**config.mk**
```make
export PLATFORM = sky130hd
export DESIGN_NAME = iter_divider
export DESIGN_NICKNAME = d
export VERILOG_FILES = /design/src/rtl/iter_divider.sv
export SDC_FILE = /design/constraint.sdc
export NUM_CORES = 1
export LEC_CHECK = 0
export CORE_ASPECT_RATIO = 1.5
export CORE_UTILIZATION = 48
export DETAILED_ROUTE_END_ITERATION = 10
export PLACE_DENSITY = 0.82
export SYNTH_ARGS = -nofsm -noshare
export SYNTH_HDL_FRONTEND = slang
export SYNTH_SLANG_ARGS = --single-unit
export TNS_END_PERCENT = 100
```
**constraint.sdc**
```tcl
create_clock -name clk -period 2.45 [get_ports clk]
set_input_delay 0.245 -clock clk [delete_from_list [all_inputs] [get_ports clk]]
set_output_delay 0.245 -clock clk [all_outputs]
set_load 0.01 [all_outputs]
```
**src/rtl/iter_divider.sv**
```systemverilog
// rtl/iter_divider.sv - radix-2 restoring unsigned divider with valid/ready handshake
// Optional: ITER_DIVIDER_FASTZERO_EN completes divide-by-zero straight from IDLE.
module iter_divider #(
  parameter int WIDTH = 32
) (
  input  logic             clk,
  input  logic             rst_n,
  input  logic             in_valid,
  output logic             in_ready,
  input  logic [WIDTH-1:0] dividend,
  input  logic [WIDTH-1:0] divisor,
  output logic             out_valid,
  input  logic             out_ready,
  output logic [WIDTH-1:0] quotient,
  output logic [WIDTH-1:0] remainder,
  output logic             div_by_zero
);

  localparam int CW = (WIDTH > 2) ? $clog2(WIDTH) : 1;

  typedef enum logic [1:0] {IDLE, BUSY, DONE} state_t;

  state_t           state;
  logic [WIDTH-1:0] dvd;
  logic [WIDTH-1:0] dsr;
  logic [WIDTH-1:0] quo;
  logic [WIDTH-1:0] rem;
  logic [CW-1:0]    cnt;
  logic             dbz;

  logic [WIDTH:0]   trial;
  logic [WIDTH:0]   diff;
  logic             take;

  // Partial remainder stays below the divisor, so WIDTH+1 bits hold the shifted value.
  always_comb begin
    trial = {rem, dvd[WIDTH-1]};
    diff  = trial - {1'b0, dsr};
    take  = (trial >= {1'b0, dsr});
  end

  assign in_ready    = rst_n && (state == IDLE);
  assign out_valid   = (state == DONE);
  assign quotient    = quo;
  assign remainder   = rem;
  assign div_by_zero = dbz;

  always_ff @(posedge clk or negedge rst_n) begin
    if (!rst_n) begin
      state <= IDLE;
      dvd   <= '0;
      dsr   <= '0;
      quo   <= '0;
      rem   <= '0;
      cnt   <= '0;
      dbz   <= 1'b0;
    end else begin
      case (state)
        IDLE: begin
          if (in_valid) begin
            dvd <= dividend;
            dsr <= divisor;
            quo <= '0;
            rem <= '0;
            cnt <= '0;
            dbz <= (divisor == '0);
`ifdef ITER_DIVIDER_FASTZERO_EN
            if (divisor == '0) begin
              quo   <= '1;
              rem   <= dividend;
              state <= DONE;
            end else begin
              state <= BUSY;
            end
`else
            state <= BUSY;
`endif
          end
        end
        BUSY: begin
          dvd <= {dvd[WIDTH-2:0], 1'b0};
          if (take) begin
            rem <= diff[WIDTH-1:0];
            quo <= {quo[WIDTH-2:0], 1'b1};
          end else begin
            rem <= trial[WIDTH-1:0];
            quo <= {quo[WIDTH-2:0], 1'b0};
          end
          cnt <= cnt + 1'b1;
          if (cnt == CW'(WIDTH - 1)) begin
            state <= DONE;
          end
        end
        DONE: begin
          if (out_ready) begin
            state <= IDLE;
          end
        end
        default: state <= IDLE;
      endcase
    end
  end

endmodule

```
==> reports/metrics.cfg <==
[worst_setup_path]
cp_data_arrival_time_ns=2.92
cpMostUsedCell=buf_6
reg2reg_depth=12
slowest_delay_ns=0.45
crit_chain=ha_4, nor2b_4, o21bai_4, a21oi_2, o21ai_2, nand3_2, a41oi_2, o221ai_4, buf_6, buf_6, mux2i_1, o21ai_1
start_kind=register
r2r_slack_ns=-0.21
r2r-start=remainder[0]
reg2reg_to=remainder[13]
endpoint_kind=register
critical_path.max_fanout=6
critical_path_class=reg -> reg
critPathSlowestCell=dfrtp_1
cp.required_ns=2.71

[global_routing]
grt_pass1_wl_um=36800
grt_max_degree=137
grt_use_total_pct=28.3
overflow=0
first_global_vias=7598
antenna_found_initial=0

[synthesis]
ys_top_cells_by_area=dfrtp_1 45%, nand2_1 11%, ha_1 5.6%, o21ai_0 5.4%, mux2i_1 3.2%
synth_edf_count=0
synth_fp_nets=978
synth_warnings=0
async_flop_share_pct=100
synth_cells=875
synth_flop_cell=dfrtp_1
syn_area_um2=7620
synth_area_per_cell_um2=8.71
yosysTopAreaCell=dfrtp_1
ys_ff_latch=136
synth-seq-area-share_pct=44.6
yosysUniqueCellTypes=58
synth_top_area_share_pct=44.6

[timing]
slew_headroom_pct=42.3
finalWorstSetupSlack_ns=-0.205
holdWs_ns=-0.0570
finalSetupViolations=27
maxSlewViolCount=0
skew_ns=0.0101
max_freq_mhz=377
fin_crit_sh_pct=108
worst_slew_pin_slew_ns=0.866
fin_crit_ns=2.66
rsz0062_at_grt=yes
finalHoldViolCount=67

[final_layout]
syn_to_final_growth_pct=51.3
diodes=0
nNetsFinal=1238
layout-drive-gt1-share_pct=26.1
final_util_pct=74.1
fillers=1099

[status]
violations=negative hold slack, negative setup slack
status=finished, violations left

[min_path]
hp-class=in -> async

[routing]
first_iter_violations=438
first_pass_iters=5
vias=7655
remaining_drc_errors=0
wl_um=24000
via_per_inst=5.67
post_drt_wl_per_cell_um=17.7
ant_nets=0

[clock_network]
cts_root_buf=clkbuf_16
cts.clk_slew.worst_paths_ns=0.07
htreeDepth=4
clock_sinks=136
cts_tree=done
clk_path_buf_depth=2
cts_made_buffers=17
clock_latency_ns=0.42

[placed_design]
dp_hpwl_um=15000
port_buffers=134
globalplace.congestion=0.923

[die]
chipWidth_um=105
placeableCoreArea_um2=15600
ios=135
rows=56
die_y_um=156
die_area_um2=16400
start_util_pct=49.0

[job]
timing.max_cap.violations=0

[how the worst max path moves through the flow]
stage	from	to	slack, ns	cells after the start
2_1_floorplan	dvd[31]	remainder[26]	-0.02	12
3_3_place_gp	remainder[3]	remainder[13]	-0.15	12
3_5_place_dp	dvd[31]	remainder[26]	-0.24	12
4_1_cts	remainder[0]	remainder[26]	-0.11	12
5_1_grt	dsr[13]	remainder[23]	-0.37	12
6_report	remainder[0]	remainder[13]	-0.21	12
[synth_stat cells, drive strengths merged (4+ instances only)]
library cell,instances
a22oi,29
clkbuf,37
and3,7
inv,40
or3,5
nor4,9
a31oi,6
mux2i,24
nor2,26
buf,13
a21oi,34
a21o,12
o21ai,117
dfrtp,136
o211ai,8
xor2,12
nor2b,8
o21a,5
nor3,7
xnor2,17
nand3,29
and2,4
nand2b,4
ha,34
nand4,6
nand2,216
[final cells by class]
cell class                 instances  area (um^2)  share of cell area (%)
tap                              203          254                    2.20
multi-input combinational        649         4480                    38.8
inverter                          40          153                    1.32
clock buffer                      18          439                    3.81
sequential                       136         3400                    29.5
timing repair buffer             291         2660                    23.0
clock inverter                    14          150                    1.30
[metal layers]
layer	vias up	routed length (um)	GRT usage (%)
met4	0	1130	15.2
met1	3720	9120	32.1
li1	3554	-	-
met2	293	12500	50.4
met3	88	1240	5.21
met5	-	0	0
[metrics by stage]
step	instances	setup WS, ns	hold WS (ns)	TNS (ns)	cell area [um^2]
2_1_floorplan	875	-0.0199	-0.0506	-0.0199	7660
3_3_place_gp	1298	-0.148	0.448	-2.36	10100
3_5_place_dp	1298	-0.240	0.456	-4.49	10100
4_1_cts	1344	-0.111	0.0127	-1.14	11200
5_1_grt	1351	-0.373	0.0266	-6.65	11500
6_report	1351	-0.205	-0.0570	-3.26	11500
[sequential cells by signal, summed over array words and instances (netlist names)]
register     count
state            2
cnt              5
remainder       32
div_by_zero      1
quotient        32
dvd             32
dsr             32
[cells by family after synthesis]
kind of cell,count (synthesis),synth area share [%]
fa+ha+maj,35,5.84
compound gates,234,19.1
buf+inv,90,5.22
xor+xnor,29,3.33
simple gates,325,18.4
mux,26,3.45
flops,136,44.6
[timing repair]
action,CTS,global route
setup buffers,14,6
pin swaps,32,22
setup endpoints to repair,32,33
hold buffers,0,0
resized for setup,72,52
cloned,0,1
hold endpoints to repair,0,0
[critical path: cells and delay by family (launching register included)]
| kind | cells | cell delay, ns |
|---|---|---|
| flops | 1 | 0.45 |
| fa+ha+maj | 1 | 0.30 |
| compound gates | 6 | 0.92 |
| buf+inv | 2 | 0.32 |
| simple gates | 2 | 0.28 |
| mux | 1 | 0.23 |
[layout by cell type, fill, tap and decap left out, types with 6 or more instances in the layout]
cell type	instances
nand2_1	210
buf_4	139
dfrtp_1	136
clkdlybuf4s50_1	133
o21ai_0	82
o21ai_1	30
a22oi_1	29
inv_1	26
mux2i_1	23
ha_4	23
nor2_1	21
nand3_1	19
a21oi_1	19
clkbuf_16	18
xnor2_1	16
inv_2	13
a21o_1	12
xor2_1	12
buf_6	12
nand3_2	9
a21oi_2	9
o211ai_1	8
nor4_1	8
ha_1	8
a21oi_4	6
nand4_1	6
and3_1	6
buf_12	6
Power is left out: the tool's default activity adds up to more than one toggle a clock period on the data nets, which glitch-free logic cannot reach.
